### config.mk
export PLATFORM = sky130hd
export DESIGN_NAME = axi_burst_stb
export DESIGN_NICKNAME = d
export VERILOG_FILES = /design/src/rtl/axi_burst_stb.sv
export SDC_FILE = /design/constraint.sdc
export NUM_CORES = 1
export LEC_CHECK = 0
export CAP_MARGIN = 20
export CORE_MARGIN = 3
export CORE_UTILIZATION = 30
export DETAILED_ROUTE_END_ITERATION = 8
export MAX_ROUTING_LAYER = met4
export SLEW_MARGIN = 20
export SYNTH_ARGS = -nofsm -noshare
export SYNTH_HDL_FRONTEND = slang
export SYNTH_SLANG_ARGS = --single-unit
### constraint.sdc
create_clock -name clk -period 22.1 [get_ports clk]
set_clock_uncertainty 0.05 [all_clocks]
set_input_delay 4.42 -clock clk [delete_from_list [all_inputs] [get_ports clk]]
set_output_delay 4.42 -clock clk [all_outputs]
set_load 0.1 [all_outputs]
### src/rtl/axi_burst_stb.sv
// AXI4 burst store engine: streams a contiguous block of UR-file beats to memory
// as INCR bursts capped by MAX_BEATS and 4 KB pages, one request at a time.
module axi_burst_stb #(
  parameter int ADDR_W    = 32,
  parameter int DATA_W    = 128,
  parameter int UR_AW     = 12,
  parameter int LEN_W     = 16,
  parameter int MAX_BEATS = 16
) (
  input  logic                  clk,
  input  logic                  reset_n,
  // store request
  input  logic                  req_valid,
  output logic                  req_ready,
  input  logic [ADDR_W-1:0]     req_addr,
  input  logic [UR_AW-1:0]      req_ur_base,
  input  logic [LEN_W-1:0]      req_beats,
  input  logic [DATA_W/8-1:0]   req_last_strb,
  // AXI write address
  output logic                  axi_awvalid,
  input  logic                  axi_awready,
  output logic [ADDR_W-1:0]     axi_awaddr,
  output logic [7:0]            axi_awlen,
  output logic [2:0]            axi_awsize,
  output logic [1:0]            axi_awburst,
  // AXI write data
  output logic                  axi_wvalid,
  input  logic                  axi_wready,
  output logic [DATA_W-1:0]     axi_wdata,
  output logic [DATA_W/8-1:0]   axi_wstrb,
  output logic                  axi_wlast,
  // AXI write response
  input  logic                  axi_bvalid,
  output logic                  axi_bready,
  input  logic [1:0]            axi_bresp,
  // UR file read port
  output logic                  ur_re,
  output logic [UR_AW-1:0]      ur_addr,
  input  logic [DATA_W-1:0]     ur_rdata,
  // status
  output logic                  busy,
  output logic                  done,
  output logic                  err
);

  localparam int BYTES = DATA_W / 8;
  localparam int BSH   = $clog2(BYTES);
  localparam int CW    = ((LEN_W > 13) ? LEN_W : 13) + 1;

  typedef enum logic [2:0] {IDLE, AW, W, B, FIN} state_t;

  state_t              state, state_nx;
  logic [ADDR_W-1:0]   cur_addr;
  logic [UR_AW-1:0]    ur_ptr;
  logic [LEN_W-1:0]    remaining;
  logic [BYTES-1:0]    last_strb;
  logic                err_acc;
  logic [8:0]          burst_len;
  logic [8:0]          rd_left;
  logic [8:0]          beat_cnt;

  logic [DATA_W-1:0]   fifo_mem [2];
  logic                fifo_wp, fifo_rp;
  logic [1:0]          fifo_cnt;
  logic                rd_pend;

  logic                req_hs, aw_hs, w_hs, b_hs;
  logic                push, pop, final_beat;
  logic [DATA_W-1:0]   head;
  logic [BYTES-1:0]    strb_last_eff;
  logic [CW-1:0]       rem_c, max_c, page_c, len_c;
  logic [8:0]          len_now;
  logic                unused_len_hi;

  // Burst length: the smallest of what is left, the burst cap and the beats to the 4 KB page end.
  always_comb begin
    rem_c  = CW'(remaining);
    max_c  = CW'(MAX_BEATS);
    page_c = CW'(13'd4096 - {1'b0, cur_addr[11:0]}) >> BSH;
    len_c  = (rem_c < max_c) ? rem_c : max_c;
    if (page_c < len_c) len_c = page_c;
  end

  assign len_now       = len_c[8:0];
  assign unused_len_hi = ^len_c[CW-1:9];

  assign req_ready   = (state == IDLE);
  assign busy        = !req_ready;
  assign req_hs      = req_valid && req_ready;

  assign axi_awvalid = (state == AW);
  assign axi_awaddr  = axi_awvalid ? cur_addr : '0;
  assign axi_awlen   = axi_awvalid ? 8'(len_now - 9'd1) : '0;
  assign axi_awsize  = 3'(BSH);
  assign axi_awburst = 2'b01;
  assign aw_hs       = axi_awvalid && axi_awready;

  // The beat being read this cycle is presented straight from ur_rdata when the
  // FIFO is empty, so data reaches W one cycle after the read and never waits a slot.
  assign head          = (fifo_cnt != 2'd0) ? fifo_mem[fifo_rp] : ur_rdata;
  assign axi_wvalid    = (state == W) && ((fifo_cnt != 2'd0) || rd_pend);
  assign axi_wdata     = axi_wvalid ? head : '0;
  assign final_beat    = (LEN_W'(beat_cnt) == remaining - LEN_W'(1));
  assign strb_last_eff = (last_strb == '0) ? '1 : last_strb;
  assign axi_wstrb     = axi_wvalid ? (final_beat ? strb_last_eff : '1) : '0;
  assign axi_wlast     = axi_wvalid && (beat_cnt == burst_len - 9'd1);
  assign w_hs          = axi_wvalid && axi_wready;

  assign axi_bready  = (state == B);
  assign b_hs        = axi_bvalid && axi_bready;

  assign ur_re   = (state == W) && (rd_left != 9'd0) && ((fifo_cnt + 2'(rd_pend)) < 2'd2);
  assign ur_addr = ur_ptr;

  assign push = rd_pend && !((fifo_cnt == 2'd0) && w_hs);
  assign pop  = w_hs && (fifo_cnt != 2'd0);

  assign done = (state == FIN);
  assign err  = done && err_acc;

  always_comb begin
    // NOTE: default assigned first so every path drives state_nx; no latch can be inferred.
    state_nx = state;
    case (state)
      IDLE: if (req_hs) state_nx = (req_beats == '0) ? FIN : AW;
      AW:   if (aw_hs) state_nx = W;
      W:    if (w_hs && axi_wlast) state_nx = B;
      B:    if (b_hs) state_nx = (remaining == LEN_W'(burst_len)) ? FIN : AW;
      FIN:  state_nx = IDLE;
      default: state_nx = IDLE;
    endcase
  end

  always_ff @(posedge clk or negedge reset_n) begin
    if (!reset_n) begin
      state     <= IDLE;
      cur_addr  <= '0;
      ur_ptr    <= '0;
      remaining <= '0;
      last_strb <= '0;
      err_acc   <= 1'b0;
      burst_len <= '0;
      rd_left   <= '0;
      beat_cnt  <= '0;
      fifo_wp   <= 1'b0;
      fifo_rp   <= 1'b0;
      fifo_cnt  <= '0;
      rd_pend   <= 1'b0;
    end else begin
      // NOTE: non-blocking updates so every register here sees pre-edge values.
      state   <= state_nx;
      rd_pend <= ur_re;

      if (req_hs) begin
        cur_addr  <= req_addr & ~ADDR_W'(BYTES - 1);
        ur_ptr    <= req_ur_base;
        remaining <= req_beats;
        last_strb <= req_last_strb;
        err_acc   <= 1'b0;
      end

      if (aw_hs) begin
        burst_len <= len_now;
        rd_left   <= len_now;
        beat_cnt  <= '0;
      end

      if (ur_re) begin
        rd_left <= rd_left - 9'd1;
        ur_ptr  <= ur_ptr + UR_AW'(1);
      end

      if (w_hs) beat_cnt <= beat_cnt + 9'd1;

      if (push) fifo_wp <= ~fifo_wp;
      if (pop)  fifo_rp <= ~fifo_rp;
      fifo_cnt <= fifo_cnt + 2'(push) - 2'(pop);

      if (b_hs) begin
        err_acc   <= err_acc | (axi_bresp != 2'b00);
        cur_addr  <= cur_addr + (ADDR_W'(burst_len) << BSH);
        remaining <= remaining - LEN_W'(burst_len);
      end
    end
  end

  // NOTE: FIFO storage has no reset; wdata is masked by wvalid so stale entries never escape.
  always_ff @(posedge clk) begin
    if (push) fifo_mem[fifo_wp] <= ur_rdata;
  end

endmodule

Word level (Yosys, flattened, before mapping) --
Memory sizes are Yosys's and may differ from the RTL's. Cells that the tools add are included.
Storage, ports and cells: input port bits 212, memories 1, output and inout bits 210, bits in read-only memories 0, word-level logic and storage cells 101, register bits 112, memory bits (writable) 256, bits in latches 0
Memories:
- fifo_mem | words 2, bits a word 128, rd ports 1, clocked after Yosys merged registers in 0, write ports 1, RTL line 62 | logic [DATA_W-1:0] fifo_mem [2];
Cells by class: bitwise operators 3, reductions and logical operators 28, shift-type cells 0, div/mod/pow operators 0, multiplexer cells 30, $mul 0, order comparisons 3, equal/unequal tests 11, add/sub/neg operators 12
Operator list (count):
- 128-bit 2-to-1 mux | 2
- 16-bit 2-to-1 mux | 6
- 32-bit 2-to-1 mux | 3
- 9-bit 2-to-1 mux | 5
- 32-bit by 13-bit adder with 32-bit output | 1
- 16-bit logical NOT | 2
- 12-bit 2-to-1 mux | 2
- 3-bit 2-to-1 mux | 6
- 9-bit by 1-bit subtractor with 9-bit output (second input constant) | 2
- 16-bit by 9-bit equality test with 1-bit output | 1
- 9-bit by 16-bit equality test with 1-bit output | 1
- 13-bit by 16-bit < comparator with 1-bit output | 1
- 16-bit by 5-bit < comparator with 1-bit output (second input constant) | 1
- 16-bit by 1-bit subtractor with 16-bit output (second input constant) | 1
- 16-bit by 9-bit subtractor with 16-bit output | 1
- 13-bit by 12-bit subtractor with 14-bit output (first input constant) | 1
- 1-bit logical AND | 13
- 12-bit by 1-bit adder with 12-bit output (second input constant) | 1
- 3-bit case mux with 4 select lines | 1
- 2-bit nonzero test | 6
- 9-bit by 1-bit adder with 9-bit output (second input constant) | 1
- 9-bit equality test | 1
- 9-bit nonzero test | 1
- 8-bit 2-to-1 mux | 1
- other kinds (16) | 26

Longest topological paths before layout --
Gate-level depths: netlist (run 1).
depth in word-level cells 9, gate-level depth with buffers 18

Worst setup path before layout (run 1) --
OpenSTA, ideal clock, no wires.
path type input -> output, start in ur_rdata[100], end out axi_wdata[100], setup slack 10.913 ns, buffers on the path 0, data required time 17.630 ns, stages 2, arrival time 6.717 ns, cells stage by stage nor2_1 -> a211oi_1
On the way: word-level cells in the longest chain between the ends 2
RTL lines:
- start: declaration | RTL line 39 | input logic [DATA_W-1:0] ur_rdata,
- 128-bit 2-to-1 mux | RTL line 100 | assign head = (fifo_cnt != 2'd0) ? fifo_mem[fifo_rp] : ur_rdata;
- 128-bit 2-to-1 mux | RTL line 102 | assign axi_wdata = axi_wvalid ? head : '0;
- end: declaration | RTL line 29 | output logic [DATA_W-1:0] axi_wdata,
No other way between the ends.

Final worst setup path (run 1) --
start in ur_rdata[1], end out axi_wdata[1]
Same word-level chain as after synthesis.

==> results of run 1 <==
-- cell families after synthesis --
logic type                 synth area share [%]
buffers and inverters                     3.351
xor gates and xnor gates                  2.734
muxes                                     7.586
and+or+nand+nor                           13.03
adders and majority gates                 2.686
AOI/OAI and AO/OA                         13.67
other                                   0.04113
DFF                                       56.90
-- report_power, final --
group / switching, mW / internal [mW]
registers: 0.152 / 0.906
logic: 1.69 / 0.633
clock network: 0.288 / 0.415
-- critical path: stages --
cell and delay [ns]:
clkdlybuf4s50_1 0.50, nor2_1 0.06, a211oi_1 0.56, clkdlybuf4s50_1 1.25
-- cell usage after synthesis, drive strengths merged, types with 3 or more instances --
library cell and n:
edfxtp 256, nor2 191, a211oi 139, mux2i 135, nand2 126, dfrtp 108, clkbuf 95, o21ai 56
nand3 38, a21oi 37, xnor2 37, ha 36, inv 36, and2 32, nor3 25, o21a 21
xor2 20, buf 17, nor4 16, and3 15, o211ai 14, nand4 13, a22oi 12, or3 12
a21o 11, o22ai 11, nor3b 10, nor2b 9, a221o 8, or2 7, o311ai 6, o31ai 6
nand2b 5, a21boi 4, or4 4, a311oi 3, and3b 3, mux2 3, o21bai 3, o32ai 3
-- worst max-delay path by stage --
stage / start / end / slack, ns / depth (start not counted)
floorplan: ur_rdata[100] / axi_wdata[100] / 10.91 / 2
global placement: ur_rdata[1] / axi_wdata[1] / 10.72 / 4
detailed placement: ur_rdata[1] / axi_wdata[1] / 10.68 / 4
CTS: ur_rdata[1] / axi_wdata[1] / 10.68 / 4
global route: remaining[14]$_DFFE_PN0P_ / axi_awlen[4] / 10.45 / 17
finish: ur_rdata[1] / axi_wdata[1] / 10.83 / 4
-- registers in the layout (all words and copies together), names as in the netlist --
signal     count
last_strb     16
ur_addr       12
burst_len      9
cur_addr      28
fifo_cnt       2
fifo_wp        1
rd_pend        1
fifo_mem     256
rd_left        9
state          3
err_acc        1
fifo_rp        1
beat_cnt       9
remaining     16
-- layer usage --
metal / vias up / track usage, % / wire length, µm
li1: 6774 / - / -
met1: 6881 / 21.60 / 23520
met2: 370 / 27.95 / 27350
met3: 82 / 2.521 / 2420
met4: 0 / 6.327 / 1689
met5: - / - / 0
-- cell type report --
cell class,count,area [µm²],area share (%)
multi-input combinational,1111,7328,29.90
sequential,364,10390,42.41
clock buffer,57,1191,4.860
antenna,12,30.03,0.1225
timing repair buffer,429,4263,17.39
clock inverter,21,200.2,0.8168
tap,773,967.2,3.946
inverter,36,135.1,0.5514
==> flow_summary.yaml, run 1 <==
logic_synthesis:
  synth_edf_count: 256
  syn_inst: 1612
  synth_area_um2: 18260
  yosysSeqAreaShare_pct: 56.90
  synth.area.top_cells: "edfxtp_1, dfrtp_1, mux2i_1, a211oi_1, nor2_1"
  synth_cell_type_count: 72
  synth_top_area_cell: "edfxtp_1"
  synth_top_area_share_pct: 42.10
  postSynthAreaPerCell_um2: 11.33
  ys_seq_elements: 364
  synth-main-ff-cell: "edfxtp_1"
  yosysWarnings: 0
  ys_async_sr_fraction_pct: 29.67
run_status:
  status: "finished, final reports clean"
clocking:
  clkLatencyLatePin_ns: 0.55
  cts_buffers: 44
  post_cts_buffers: 0
  clock-sinks: 364
  h-tree-depth: 2
  cts_resized: 0
  root_buffer: "clkbuf_16"
  cts_tree: "done"
  path_clk_slew_ns: 0.06
  cts.path.max_buffers: 3
  postCtsHoldBufs: 0
worst_hold_path:
  min_delay_path_depth: 1
  hold_path_end: "remaining[14]$_DFFE_PN0P_"
  min_from: "remaining[14]$_DFFE_PN0P_"
  hp-class: "reg -> reg"
grt:
  globalRoute.totalOverflow: 0
  grt_use_total_pct: 17.10
  grt_pass1_vias: 14009
  antenna_found_initial: 13
  grt_pass1_wl_mm: 83.39
  grt_max_degree: 114
placed_design:
  gp_congestion: 0.8650
  dp.cells: 2712
  pre_cts_ws_ns: 10.68
  placed_area_um2: 23060
  io_buffers: 408
  post-dp-hpwl_mm: 37.65
floorplan:
  initial_utilization_pct: 30.65
  fp.dieW_um: 252.7
  row_count: 89
  design.core.area_um2: 59580
  dieArea_um2: 63860
  die_h_um: 252.7
  io_pins: 422
detailed_routing:
  drt_first_pass_iters: 5
  vias_per_cell: 5.033
  drc: 0
  ant_nets: 0
  vias: 14107
  wl_per_cell_um: 19.62
  drtIter0Drc: 886
  drt-total-wl_mm: 54.98
sta:
  holdWs_ns: 0.4453
  finalCritPeriodShare_pct: 50.98
  slew_headroom_pct: 22.63
  finalCriticalPeriod_ns: 11.27
  maxSlewViolCount: 0
  finalSetupTns_ns: 0
  max_freq_mhz: 88.75
  setup_violations: 0
  fin_ws_ns: 10.83
  grt_setup_unrepaired: "false"
  hold_viol: 0
  tightestPinTransition_ns: 1.157
pwr:
  p_per_area_nw_per_um2: 166.7
  finalPower_mw: 4.085
  peakVddDrop_mv: 0.1089
  p_leak_nw: 9.009
finish:
  layout_commonest_cell: "clkdlybuf4s50_1"
  layout_common_cells: "clkdlybuf4s50_1, edfxtp_1, nor2_1, a211oi_1, mux2i_1"
  nFillCells: 5635
  nets: 2236
  drive_gt1_share_pct: 5.352
  stdcell_count: 2803
  fin_area_um2: 24510
  area_growth_pct: 34.23
  fin_util_pct: 41.14
setup_path:
  reg2reg_slack_ns: 16.95
  crit_required_ns: 17.63
  r2r-end: "fifo_mem[0][105]$_DFFE_PP_"
  start_kind: "primary input"
  cp_data_arrival_time_ns: 6.80
  crit_type: "in -> out"
  r2r_cells: 10
  crit_fanout: 3
  rr_startpoint: "fifo_cnt[1]$_DFF_PN0_"
  endpoint_kind: "output port"
flow_run:
  cap_viol_max_count: 0
Power figures use the tool's default switching activity.
==> inputs of run 2 (changes only) <==
- clock period: 22.1 -> 11.61 ns (I/O delays scaled with it)
==> run 2 against run 1 <==
Clock-buffer cell count grew 5. Die area is the same. Total power grew 90%. Critical endpoint is now axi_awlen[4].
==> flow_summary.yaml, run 2 (synthesis gave the netlist of run 1 again) <==
floorplan:
  row_count: 89
  io_pins: 422
  die_h_um: 252.7
  design.core.area_um2: 59580
  initial_utilization_pct: 30.65
  dieArea_um2: 63860
  fp.dieW_um: 252.7
detailed_routing:
  drc: 0
  drt-total-wl_mm: 55.41
  vias_per_cell: 5.065
  wl_per_cell_um: 19.82
  vias: 14163
  ant_nets: 0
  drtIter0Drc: 871
  drt_first_pass_iters: 5
clocking:
  clock-sinks: 364
  path_clk_slew_ns: 0.06
  postCtsHoldBufs: 0
  clkLatencyLatePin_ns: 0.59
  post_cts_buffers: 0
  cts_buffers: 45
  cts_tree: "done"
  root_buffer: "clkbuf_16"
  cts.path.max_buffers: 3
  h-tree-depth: 2
  cts_resized: 0
grt:
  busiest_layer: "met2"
  grt_use_total_pct: 17.30
  met2_usage_pct: 28.18
  use_met1_pct: 21.72
  grt_max_degree: 101
  grt_pass1_vias: 14125
  antenna_found_initial: 7
  grt_pass1_wl_mm: 84.15
  grtUsageMet3_pct: 3.015
  globalRoute.totalOverflow: 0
placed_design:
  gp_congestion: 0.8616
  post-dp-hpwl_mm: 37.89
  io_buffers: 408
  dp.cells: 2711
setup_path:
  crit_fanout: 22
  start_kind: "flip-flop"
  cp_data_arrival_time_ns: 6.64
  crit_type: "reg -> out"
  endpoint_kind: "output port"
  crit_required_ns: 9.24
sta:
  max_freq_mhz: 111.0
  slew_headroom_pct: 23.64
  finalSetupTns_ns: 0
  setup_violations: 0
  maxSlewViolCount: 0
  hold_viol: 0
  finalCritPeriodShare_pct: 77.63
  grt_setup_unrepaired: "false"
  tightestPinTransition_ns: 1.142
  finalCriticalPeriod_ns: 9.013
  holdWs_ns: 0.4568
finish:
  top_register: "fifo_mem"
  fin_util_pct: 41.02
  layout_common_cells: "clkdlybuf4s50_1, edfxtp_1, nor2_1, a211oi_1, mux2i_1"
  drive_gt1_share_pct: 5.159
  largest_reg_flops: 256
  nets: 2235
  area_growth_pct: 33.83
  nFillCells: 5623
  layout_commonest_cell: "clkdlybuf4s50_1"
  reg_top3: "fifo_mem: 256 flops, cur_addr: 28 flops"
  stdcell_count: 2796
pwr:
  pwr-share-clk_pct: 16.8
  p_sw_mw: 4.070
  power.internal_mw: 3.680
  p_leak_nw: 8.987
  finalPower_mw: 7.750
  p_sw_share_pct: 52.52
  peakVddDrop_mv: 0.2078
  power_frac_seq_pct: 25.9
  comb_power_share_pct: 57.2
  p_per_area_nw_per_um2: 317.2
run_status:
  status: "finished, final reports clean"
flow_run:
  cap_viol_max_count: 0
worst_hold_path:
  hp-class: "reg -> reg"
-- run 2: worst max-delay path, stage by stage, from the launching register on --
cell	delay (ns)
dfrtp_1	0.40
or3_4	0.40
or4_1	0.64
nor2_2	0.33
nand2_1	0.13
ha_1	0.31
a21o_1	0.17
a21oi_1	0.14
o211ai_1	0.15
a211oi_4	0.84
nor4_1	0.09
a21oi_1	0.33
ha_1	0.32
nand3_1	0.11
o21ai_0	0.12
nor2_1	0.07
a211oi_1	0.31
clkdlybuf4s50_1	1.22
-- run 2: power by group through the flow --
stage	Combinational, mW	Sequential [mW]	Clock [mW]
6_report	4.43	2.01	1.31
5_1_grt	4.70	2.05	1.40
4_1_cts	4.46	2.01	1.35
3_5_place_dp	4.45	2.03	0
3_3_place_gp	4.41	2.02	0
2_1_floorplan	3.31	2.07	0
-- run 2: routing by layer --
metal	up-vias	share of wire (%)
li1	6761	-
met2	390	49
met4	0	3.3
met5	-	0
met3	104	4.8
met1	6908	43
-- run 2: through the flow --
step / area [µm²] / setup WS [ns]
6_report: 24440 / 2.597
5_1_grt: 24440 / 2.142
4_1_cts: 24420 / 2.581
3_5_place_dp: 23070 / 3.236
3_3_place_gp: 23030 / 3.175
2_1_floorplan: 18300 / 2.711
-- run 2: path summary, 6_finish.rpt --
path | startpoint | end | slack (ns) | depth (start not counted)
max | remaining[14]$_DFFE_PN0P_ | axi_awlen[4] | 2.60 | 17
min | remaining[14]$_DFFE_PN0P_ | remaining[14]$_DFFE_PN0P_ | 0.46 | 1
max reg2reg | fifo_cnt[1]$_DFF_PN0_ | fifo_mem[0][0]$_DFFE_PP_ | 6.22 | 9
min reg2reg | remaining[14]$_DFFE_PN0P_ | remaining[14]$_DFFE_PN0P_ | 0.46 | 1
max in group asynchronous | reset_n | cur_addr[11]$_DFFE_PN0P_ | 8.49 | 2
min in group asynchronous | reset_n | cur_addr[14]$_DFFE_PN0P_ | 1.74 | 1
-- run 2: cell type report --
cell class | count | area, µm² | share of cell area, %
antenna | 7 | 17.52 | 0.07168
clock buffer | 62 | 1210 | 4.951
clock inverter | 16 | 135.1 | 0.5530
inverter | 36 | 135.1 | 0.5530
multi-input combinational | 1111 | 7328 | 29.99
sequential | 364 | 10390 | 42.53
tap | 773 | 967.2 | 3.958
timing repair buffer | 427 | 4249 | 17.39
